## src/rtl/tick_latch_pkg.sv

```systemverilog
// Shared constants and helpers for the tick-driven latch bank and its clock divider.
package tick_latch_pkg;

    localparam logic [1:0] MODE_LEVEL = 2'b00;
    localparam logic [1:0] MODE_RISE  = 2'b01;
    localparam logic [1:0] MODE_FALL  = 2'b10;
    localparam logic [1:0] MODE_THRU  = 2'b11;

    // Width of a counter that must reach div_count-1; never narrower than one bit.
    function automatic int unsigned div_cnt_width(input int unsigned div_count);
        if (div_count <= 2) begin
            return 1;
        end
        return $clog2(div_count);
    endfunction

endpackage

```

## src/rtl/clk_tick_div.sv

```systemverilog
// Free-running divider: slow_clk is a square wave of period 2*DIV_COUNT fabric cycles and
// tick is high for the single cycle just before each slow_clk toggle.
module clk_tick_div
    import tick_latch_pkg::*;
#(
    parameter int unsigned DIV_COUNT = 30000000
) (
    input  logic clk,
    input  logic rst_n,
    output logic tick,
    output logic slow_clk
);

    localparam int unsigned CntW = div_cnt_width(DIV_COUNT);
    localparam logic [CntW-1:0] CntMax = CntW'(DIV_COUNT - 1);

    logic [CntW-1:0] cnt_q, cnt_d;
    logic            tick_q, tick_d;
    logic            slow_q, slow_d;
    logic            wrap;

    always_comb begin
        wrap   = (cnt_q == CntMax);
        cnt_d  = wrap ? '0 : cnt_q + 1'b1;
        slow_d = wrap ? ~slow_q : slow_q;
        // Registered from the next count so tick is high exactly while cnt sits at its maximum.
        tick_d = (cnt_d == CntMax);
    end

    always_ff @(posedge clk or negedge rst_n) begin
        if (!rst_n) begin
            cnt_q  <= '0;
            tick_q <= 1'b0;
            slow_q <= 1'b0;
        end else begin
            cnt_q  <= cnt_d;
            tick_q <= tick_d;
            slow_q <= slow_d;
        end
    end

    assign tick     = tick_q;
    assign slow_clk = slow_q;

endmodule

```

## src/rtl/tick_latch_bank.sv

```systemverilog
// WIDTH-bit data bank loaded from synchronised inputs under a selectable capture mode,
// with timing taken from an internal divider on the single fabric clock.
module tick_latch_bank
    import tick_latch_pkg::*;
#(
    parameter int unsigned WIDTH       = 4,
    parameter int unsigned DIV_COUNT   = 30000000,
    parameter int unsigned SYNC_STAGES = 2,
    parameter int unsigned CNT_W       = 8
) (
    input  logic             clk,
    input  logic             rst_n,
    input  logic [WIDTH-1:0] d,
    input  logic [1:0]       mode,
    input  logic             freeze,
    output logic [WIDTH-1:0] q,
    output logic             slow_clk,
    output logic             tick,
    output logic             upd,
    output logic [CNT_W-1:0] cap_cnt
);

    logic [SYNC_STAGES-1:0][WIDTH-1:0] sync_q, sync_d;
    logic [WIDTH-1:0]                  d_s;
    logic [WIDTH-1:0]                  q_q, q_d;
    logic                              upd_q, upd_d;
    logic [CNT_W-1:0]                  cnt_q, cnt_d;
    logic                              ld;

    clk_tick_div #(
        .DIV_COUNT (DIV_COUNT)
    ) u_div (
        .clk      (clk),
        .rst_n    (rst_n),
        .tick     (tick),
        .slow_clk (slow_clk)
    );

    // Per-bit synchroniser; bits may resolve on different cycles.
    always_comb begin
        sync_d[0] = d;
        for (int unsigned i = 1; i < SYNC_STAGES; i++) begin
            sync_d[i] = sync_q[i-1];
        end
    end

    assign d_s = sync_q[SYNC_STAGES-1];

    always_comb begin
        ld = 1'b0;
        unique case (mode)
            MODE_LEVEL: ld = slow_clk;
            MODE_RISE:  ld = tick & ~slow_clk;
            MODE_FALL:  ld = tick & slow_clk;
            MODE_THRU:  ld = 1'b1;
        endcase
        // A tick seen while frozen is dropped, not deferred.
        if (freeze) begin
            ld = 1'b0;
        end
    end

    always_comb begin
        q_d   = ld ? d_s : q_q;
        upd_d = ld;
        cnt_d = cnt_q + CNT_W'(ld);
    end

    always_ff @(posedge clk or negedge rst_n) begin
        if (!rst_n) begin
            sync_q <= '0;
            q_q    <= '0;
            upd_q  <= 1'b0;
            cnt_q  <= '0;
        end else begin
            sync_q <= sync_d;
            q_q    <= q_d;
            upd_q  <= upd_d;
            cnt_q  <= cnt_d;
        end
    end

    assign q       = q_q;
    assign upd     = upd_q;
    assign cap_cnt = cnt_q;

endmodule

```

## config.mk

```make
export PLATFORM = sky130hd
export DESIGN_NAME = tick_latch_bank
export DESIGN_NICKNAME = d
export VERILOG_FILES = /design/src/rtl/tick_latch_pkg.sv /design/src/rtl/clk_tick_div.sv /design/src/rtl/tick_latch_bank.sv
export SDC_FILE = /design/constraint.sdc
export NUM_CORES = 1
export LEC_CHECK = 0
export CAP_MARGIN = 20
export CORE_MARGIN = 2
export CORE_UTILIZATION = 59
export DETAILED_ROUTE_END_ITERATION = 16
export DONT_BUFFER_PORTS = 1
export PLACE_DENSITY = 0.85
export SLEW_MARGIN = 20
export SYNTH_ARGS = -nofsm -noshare
export SYNTH_HDL_FRONTEND = slang
export SYNTH_SLANG_ARGS = --single-unit
```

## constraint.sdc

```tcl
create_clock -name clk -period 2.7 [get_ports clk]
set_input_delay 0.54 -clock clk [delete_from_list [all_inputs] [get_ports clk]]
set_output_delay 0.54 -clock clk [all_outputs]
set_load 0.005 [all_outputs]
```

Yosys cells after proc, flatten, opt, wreduce, memory -nomap -nowiden
Cells that the tools add are included.
Widths: inputs -> output; s select.
{"block": "totals", "reg_bits": 48, "inputBits": 9, "elab_cells": 22}
{"block": "op_classes", "add_sub_neg": 2, "n_eq_ne": 5, "n_bitwise": 3, "n_reduce_logical": 1, "mux": 3}
{"operator": "$eq 25x25->1 const B", "n": 2}
{"operator": "$add 25x1->25 const B", "n": 1}
{"operator": "$mux 25", "n": 1}
{"operator": "$add 8x1->8", "n": 1}
{"operator": "$eq 2x2->1 const B", "n": 2}
{"operator": "$pmux 1 s4", "n": 1}
{"operator": "$and 1x1->1", "n": 2}
{"operator": "$eq 2x1->1 const B", "n": 1}
{"operator": "$logic_not 2->1", "n": 1}
{"operator": "$mux 1", "n": 1}
{"operator": "$not 1->1", "n": 1}

Logic depth before layout (Yosys ltp)
{"block": "logic_depth", "ltp_word": 5, "ltp_mapped": 12, "ltp_nobuf": 12}

Cells and area by module
From an unflattened synthesis, not the netlist that was laid out.
{"block": "unflattened", "cells_unflattened": 207, "area_unflattened_um2": 2329.7}
{"module": "clk_tick_div", "n_inst": 1, "seq_area_each_um2": 675.6, "area_each_um2": 1544.0, "cells_each": 158}
{"module": "tick_latch_bank", "n_inst": 1, "seq_area_each_um2": 525.5, "area_each_um2": 785.8, "cells_each": 49}

Worst setup path after synthesis
Ideal clock, no wire load.
{"block": "synth_timing", "path_kind": "reg2reg", "start": "register u_div.cnt_q[7]", "end": "register u_div.tick_q (netlist: u_div.tick)", "stages_incl_launch_ff": 8, "slack_ps": 376, "t_arrival_ps": 2228, "n_path_buf": 1, "setup_time_ps": 96, "path_cell_list": "dfrtp_1 -> nand4_2 -> or4_4 -> buf_6 -> nor4_4 -> xnor2_1 -> or4_4 -> nor4_2"}
{"block": "synth_between", "elab_chain_len": 3, "elab_cells_between_ends": 4}
{"element": "start, declared", "line": "clk_tick_div.sv:17", "text": "logic [CntW-1:0] cnt_q, cnt_d;"}
{"element": "start signal, assigned", "line": "clk_tick_div.sv:36", "text": "cnt_q <= cnt_d;"}
{"element": "$add 25x1->25 / $eq 25x25->1 (equally long branches)", "line": "clk_tick_div.sv:24, clk_tick_div.sv:23"}
{"element": "$mux 25 *", "line": "clk_tick_div.sv:24", "text": "cnt_d = wrap ? '0 : cnt_q + 1'b1;"}
{"element": "$eq 25x25->1 *", "line": "clk_tick_div.sv:27", "text": "tick_d = (cnt_d == CntMax);"}
{"element": "via u_div.tick_d", "line": "clk_tick_div.sv:18", "text": "logic tick_q, tick_d;"}
{"element": "end signal, assigned", "line": "clk_tick_div.sv:37", "text": "tick_q <= tick_d;"}
{"element": "end, declared", "line": "clk_tick_div.sv:18"}
The timed path passes the listed nets; every way through them passes the cells marked *.
A chain may end at the register's enable or synchronous reset.

Final worst setup path
{"block": "layout_timing", "start": "register u_div.cnt_q[8]", "end": "register u_div.tick_q (netlist: u_div.tick)"}
Same word-level chain as after synthesis.

==> impl.org <==
** Synth
- Post-Synthesis Cells :: 195
- Number of nets in the synthesized netlist :: 210
- Summing the areas of all xor and xnor instances in the mapped netlist gives 12.7% of the synthesized area.
- The most used flip-flop cell after synthesis is dfrtp_1.
- Area fraction in and, or, nand and nor cells after synthesis :: 23.9%
- In the post-synthesis netlist, the biggest area contributors are dfrtp_1 (54%), xnor2_1 (6.7%), xor2_1 (5.9%), nor2_1 (3.9%), ha_1 (3.4%).
- Most numerous cell in the Yosys netlist :: dfrtp_1
- dfrtp_1 takes more of the synthesized area than any other cell.
- The cell area that synthesis handed to floorplanning was 0.00221 mm2.
- After Yosys synthesis, full adders, half adders and majority gates account for 3.39% of the synthesized area.
- Share of synthesized flip-flops with an asynchronous set or reset :: 100%
- Synth Area in Compound Gates :: 1.92%
- Multiplexer share of the synthesized area :: 2.49%
- Proportion of synthesized chip area in sequential cells :: 54.3%
- Combinational family with the most area after synthesis :: simple AND/OR/NAND/NOR gates
- Top cells by count, synth :: dfrtp_1 (48), nor2_1 (23), xnor2_1 (17), xor2_1 (15), nand2_1 (13)
- Count of distinct cell types in the synthesized netlist :: 35
- In this run, synthesis produced a sequential element count of 48.
- Yosys synthesis warning count :: 0
- Synthesized area divided by synthesized cell count :: 11.4 um2
- Fraction of post-synthesis cell area in the top cell type by area :: 54.3%
- In this run, synthesis inferred 0 flip-flops with an integrated enable.

** Global routing
- Entering global routing, the biggest net connects 49 pins.
- The initial antenna violation count came to 0.
- Across every metal layer, demand over resource in global routing totals 22.4%.
- The first global-routing pass estimated 7160 um of wire.
- Via count of the first global-routing pass :: 1454
- Global routing finished with a remaining overflow of 0.

** Timing
- Max-slew headroom at the worst pin :: 61.5%
- Highest achievable clock rate :: 404 MHz
- The worst path needs 2.47 ns of the cycle, external delays included.
- The number of max-slew violations in the final report came to 0.
- RSZ-0062 raised after global routing :: false
- Setup violations remaining at the end of the flow were counted as 0.
- Worst slew pin tran :: 0.572 ns
- In the final timing run, aggregate negative setup slack is 0 ns.
- Hold Slack :: 0.0785 ns
- Final critical-path share of the clock period :: 91.6%
- Hold violation total from the final report :: 0
- Setup Skew :: 0.00705 ns

** Setup path
- Highest fanout seen on the critical path :: 10
- For the worst setup path, the data required time is 2.91 ns.
- STA classifies the critical path endpoint as a flop.
- By startpoint and endpoint, the worst setup path is classified as reg -> reg.
- Worst reg2reg path depth :: 6
- Data arrival time of the critical path :: 2.68 ns
- The worst setup path is launched from a flop.

** Power
- Power after layout :: 1.39 mW
- Largest vdd supply drop :: 0.442 mV
- Lkg Pwr :: 1.08 nW
- Power spread over the standard cell area amounts to 574 mW/mm2.

** Floorplanning
- Number of cell rows :: 22
- The initial utilization of the core area, before any placement, comes to 60.9%.
- Die Area :: 0.00426 mm2
- Die Ht :: 65.3 um
- For this design the top-level I/O count stands at 24.
- Die Span X :: 65.3 um
- In this run the standard cell core region covers 0.00363 mm2.

** Clock tree
- Number of buffers added by the clock tree synthesis step :: 5
- Counting along the longest clock path gives a buffer depth of 2.
- For the worst-skew pair, the clock arrives at the later sink with an insertion delay of 0.30 ns.
- H-tree Lvls :: 2
- Resized Gates After CTS :: 0
- Library cell used as clock root buffer :: clkbuf_8
- TritonCTS built the clock tree.
- For this design, the sink count on the clock tree is 48.
- Clock-pin slew on the worst setup and hold paths :: 0.09 ns

** Layout
- Finished Layout Cells :: 253
- Cells fill 66.5% of the core in the end.
- Share of cells above drive strength 1 :: 10.7%
- At the end of the flow, the number of nets in the layout was 219.
- Area growth, synth to finish :: 9.16%
- Ant. Diodes :: 0
- Area taken by multi-input logic gates :: 982 um2
- Register Area :: 0.00120 mm2
- The layout has 272 filler cells.

** Drt
- Number of vias after detailed routing :: 1464
- The first detailed-routing pass ran for 4 iterations.
- Dividing the detail-routed wire length by the instance count gives 16.0 um.
- Summed over all layers, the routed wires come to 4050 um.
- Post-detailed-route via-to-cell ratio :: 5.79
- Remaining design rule violation count :: 0
- For this block, the initial DRC count from the detailed router was 153.
- The detail route stage leaves a number of antenna-violating nets equal to 0.

** Status
- The flow ran to the end, and the final reports show no timing, DRC or antenna violations.

** Place
- Input/output buffers :: 0
- Routability cong. :: 0.914
- Inst Count DP :: 244
- Half-perimeter wire length after placement :: 2820 um

** Run
- Max Cap Violations :: 0

** Hold path
- Worst Hold Class :: in -> async
==> metrics by stage <==
step	instance area, um2	worst slack (ns)
2_1_floorplan	2210	0.376
5_1_grt	2420	0.0823
3_3_place_gp	2280	0.277
6_report	2420	0.227
4_1_cts	2420	0.238
3_5_place_dp	2280	0.196
==> cells in the final DEF (no fill, tap or decap), types with 2 or more instances in the layout <==
master	netlist	routed
nor3_1	8	8
nand3b_1	2	2
xor2_1	15	15
nor4_1	7	7
nor2b_1	2	2
buf_4	0	3
mux2_2	4	4
xnor2_1	17	17
dfrtp_1	48	48
clkbuf_8	0	5
nor4bb_1	2	2
and4_1	2	2
or4_4	2	2
ha_1	6	6
nand4_1	6	6
nor2_1	23	23
nand4_2	2	2
and3_1	5	5
nand3_1	11	11
inv_1	4	4
nand2_1	13	13
==> worst paths after layout <==
check,startpoint,to,slack [ns]
min in group clk,d[3],sync_d[7],0.26
worst min register to register,sync_d[7],d_s[3],0.35
max in group asynchronous,rst_n,u_div.cnt_q[10],2.42
worst max-delay path,u_div.cnt_q[8],u_div.tick,0.23
worst min-delay path,rst_n,u_div.cnt_q[4],0.08
worst max register to register,u_div.cnt_q[8],u_div.tick,0.23
==> routing by layer <==
metal	up-vias	GRT usage (%)	share of wire (%)	wire length [um]
li1	701	-	-	-
met1	711	31.2	46	1850
met2	46	34.3	48	1960
met3	6	6.51	5.0	202
met4	0	7.03	1.0	42
met5	-	0	0	0
==> critical path: stages, from the launching register on <==
cell     delay [ns]
dfrtp_1        0.43
nand4_2        0.19
or4_4          0.61
nor4_4         0.26
xnor2_1        0.13
or4_4          0.52
nor4_2         0.25
==> cell type report <==
| cell class | count | share of cell area, % |
|---|---|---|
| clock inverters | 2 | 1.45 |
| repair buffers | 4 | 2.07 |
| well taps | 48 | 2.49 |
| clock buffers | 6 | 3.00 |
| multi-input cells | 141 | 40.7 |
| flip-flops and latches | 48 | 49.7 |
| inverters | 4 | 0.621 |
==> where the power goes <==
group	total (mW)	leakage (nW)	switching [mW]	internal (mW)
combinational	0.0604	0.399	0.0295	0.0309
sequential	0.818	0.622	0.0500	0.768
clock	0.508	0.0552	0.233	0.275
total	1.39	1.08	0.313	1.07
==> cell families after synthesis <==
logic type,count (synthesis)
DFF,48
adders and majority gates,6
muxes,5
xor gates and xnor gates,32
and+or+nand+nor,92
AOI/OAI and AO/OA,6
buffers and inverters,6
==> state kept, by name, summed over array words and instances, names as in the netlist <==
name            flops
q                   4
upd                 1
u_div.tick          1
sync_d              4
cap_cnt             8
u_div.slow_clk      1
d_s                 4
u_div.cnt_q        25
==> repair_timing <==
action                                  4_1_cts  5_1_grt
hold endpoints to repair                     48        0
endpoints found under the setup margin        0        0
hold buffers                                  1        0
buffers inserted                              0        0
Power figures use the tool's default switching activity.
==> RTL edit (same flow settings) <==
Make the reset (`rst_n`) synchronous in 2 clocked blocks.
--- a/src/rtl/clk_tick_div.sv
+++ b/src/rtl/clk_tick_div.sv
@@ -29,3 +29,3 @@
 
-    always_ff @(posedge clk or negedge rst_n) begin
+    always_ff @(posedge clk) begin
         if (!rst_n) begin
--- a/src/rtl/tick_latch_bank.sv
+++ b/src/rtl/tick_latch_bank.sv
@@ -68,3 +68,3 @@
 
-    always_ff @(posedge clk or negedge rst_n) begin
+    always_ff @(posedge clk) begin
         if (!rst_n) begin
Function: differs if rst_n is asserted again (counterexample within 4 cycles, from zero or initial values and one cycle with rst_n low); with rst_n held inactive, the same outputs for 10 cycles.
==> RTL edit against the unedited design <==
- wire length decreased by 3.7%
- total power shrank 8.1%
- non-clock buffer count stayed put
- worst setup slack improved by 0.11 ns
- worst hold slack better by 0.28 ns
- synthesized cell count grew 26%
- combinational power is 50% lower
- sequential cell count unchanged
- synthesized area grew 0.51%
- final area shrank 1.9%
- clock power grew 2%
- clock skew about the same
- critical path type unchanged
- highest routed layer unchanged
==> RTL edit: results (changes against the unedited design) <==
status:
  status: "completed"  # unchanged
setup_path:
  r2r_cells: 7  # was 6
  cpPeakStageDelay_ns: 0.55  # was 0.61 ns
  slowest_stage: "nor4_1"  # was or4_4
  reg2reg_slack_ns: 0.34  # was 0.23 ns
  reg2reg_to: "u_div.tick"  # unchanged
  critPathLaunch: "u_div.cnt_q[0]"  # was u_div.cnt_q[8]
  crit_arrival_ns: 2.56  # was 2.68 ns
  worstPathMaxFanout: 8  # was 10
sta:
  tightest_slew_ns: 0.623  # was 0.572 ns
  skew_ns: 0.00745  # was 0.00705 ns
grt:
  grt_pass1_vias: 1513  # was 1454
  grt_max_degree: 27  # was 49
  grt_pass1_wl_mm: 6.61  # was 7.16 mm
  grtUsageTotal_pct: 20.0  # was 22.4%
placement:
  placed_area_um2: 2250  # was 2280 um^2
  dpl.hpwl_mm: 2.90  # was 2.82 mm
  gp_congestion: 0.953  # was 0.914
cells_and_area:
  layout.nets: 260  # was 219
  drive_gt1_share_pct: 6.10  # was 10.7%
  fillers: 284  # was 272
yosys:
  synth_warnings: 0  # unchanged
  synth.area.top_cells: "dfxtp_1 (43%), xnor2_1 (6.7%), xor2_1 (6.3%), and2_1 (5.9%), nand3_1 (4.3%)"  # was dfrtp_1 (54%), xnor2_1 (6.7%), xor2_1 (5.9%), nor2_1 (3.9%), ha_1 (3.4%)
  synth_common_cells: "dfxtp_1 (48), nor2_1 (25), and2_1 (21)"  # was dfrtp_1 (48), nor2_1 (23), xnor2_1 (17)
  synthDistinctLibCells: 38  # was 35
  ys_seq_area_share_pct: 43.2  # was 54.3%
  synthArstFlopShare_pct: 0  # was 100%
clock_tree:
  clock_path_buffers: 2  # unchanged
worst_hold_path:
  hold_path_class: "input port to register"  # was input port to asynchronous set/reset pin
detailed_routing:
  num_vias: 1616  # was 1464
  routed_wirelength_mm: 3.90  # was 4.05 mm
  drt_iter0_drc: 92  # was 153
pwr:
  ir_drop_mv: 0.251  # was 0.442 mV
  p_leak_nw: 0.875  # was 1.08 nW
  switching_share_pct: 20.6  # was 22.6%
[RTL edit: routing by layer]
metal  global-route usage (%)  routed length, um  vias to the layer above
met5                        0                  0                        -
met3                     5.31                241                        7
met1                     24.6               1800                      736
met2                     32.4               1800                       42
met4                     9.64                 63                        0
li1                         -                  -                      831
[RTL edit: worst max-delay path by stage]
stage                 end  slack, ns  cells past startpoint
3_5_place_dp   u_div.tick       0.38                      7
4_1_cts        u_div.tick       0.37                      7
3_3_place_gp   cap_cnt[7]       0.46                     11
2_1_floorplan  cap_cnt[5]       0.29                     11
6_report       u_div.tick       0.34                      7
5_1_grt        u_div.tick       0.07                      7
[RTL edit: logic make-up after synthesis]
logic type                 after synthesis  synth area share, %
and+or+nand+nor                        125                 31.1
DFF                                     48                 43.2
xor gates and xnor gates                33                 13.0
buffers and inverters                   19                 3.94
AOI/OAI and AO/OA                       11                 3.60
adders and majority gates                6                 3.37
muxes                                    4                 1.80
[RTL edit: layout make-up]
cell class                      count  area [um^2]  area share, %
Clock buffer                        5         68.8           2.90
Clock inverter                      3         47.5           2.01
Inverter                            7         26.3           1.11
Multi-Input combinational cell    179         1180           49.6
Sequential cell                    48          961           40.5
Tap cell                           48         60.1           2.53
Timing Repair Buffer                4         30.0           1.27
[RTL edit: worst max-delay path: cells and delay by family, from the launching register on]
| family | cells | cell delay, ns |
|---|---|---|
| simple gates | 5 | 1.45 |
| flops | 1 | 0.44 |
| fa+ha+maj | 1 | 0.24 |
| compound gates | 1 | 0.13 |
[RTL edit: per-stage QoR]
step                      hold slack (ns)  power [mW]  worst slack, ns  std cells
after CTS                           0.353        1.28            0.367        294
final                               0.355        1.28            0.341        294
after global placement              0.414       0.772            0.465        286
after global routing                0.344        1.32           0.0687        294
after floorplan                     0.412       0.769            0.291        246
after detailed placement            0.421       0.774            0.382        286
[RTL edit: power groups by stage]
| stage | Clock [mW] | Sequential, mW | Combinational, mW |
|---|---|---|---|
| 6_report | 0.518 | 0.727 | 0.0302 |
| 5_1_grt | 0.555 | 0.728 | 0.0346 |
| 4_1_cts | 0.527 | 0.727 | 0.0307 |
| 3_5_place_dp | 0 | 0.743 | 0.0303 |
| 3_3_place_gp | 0 | 0.743 | 0.0296 |
| 2_1_floorplan | 0 | 0.740 | 0.0285 |
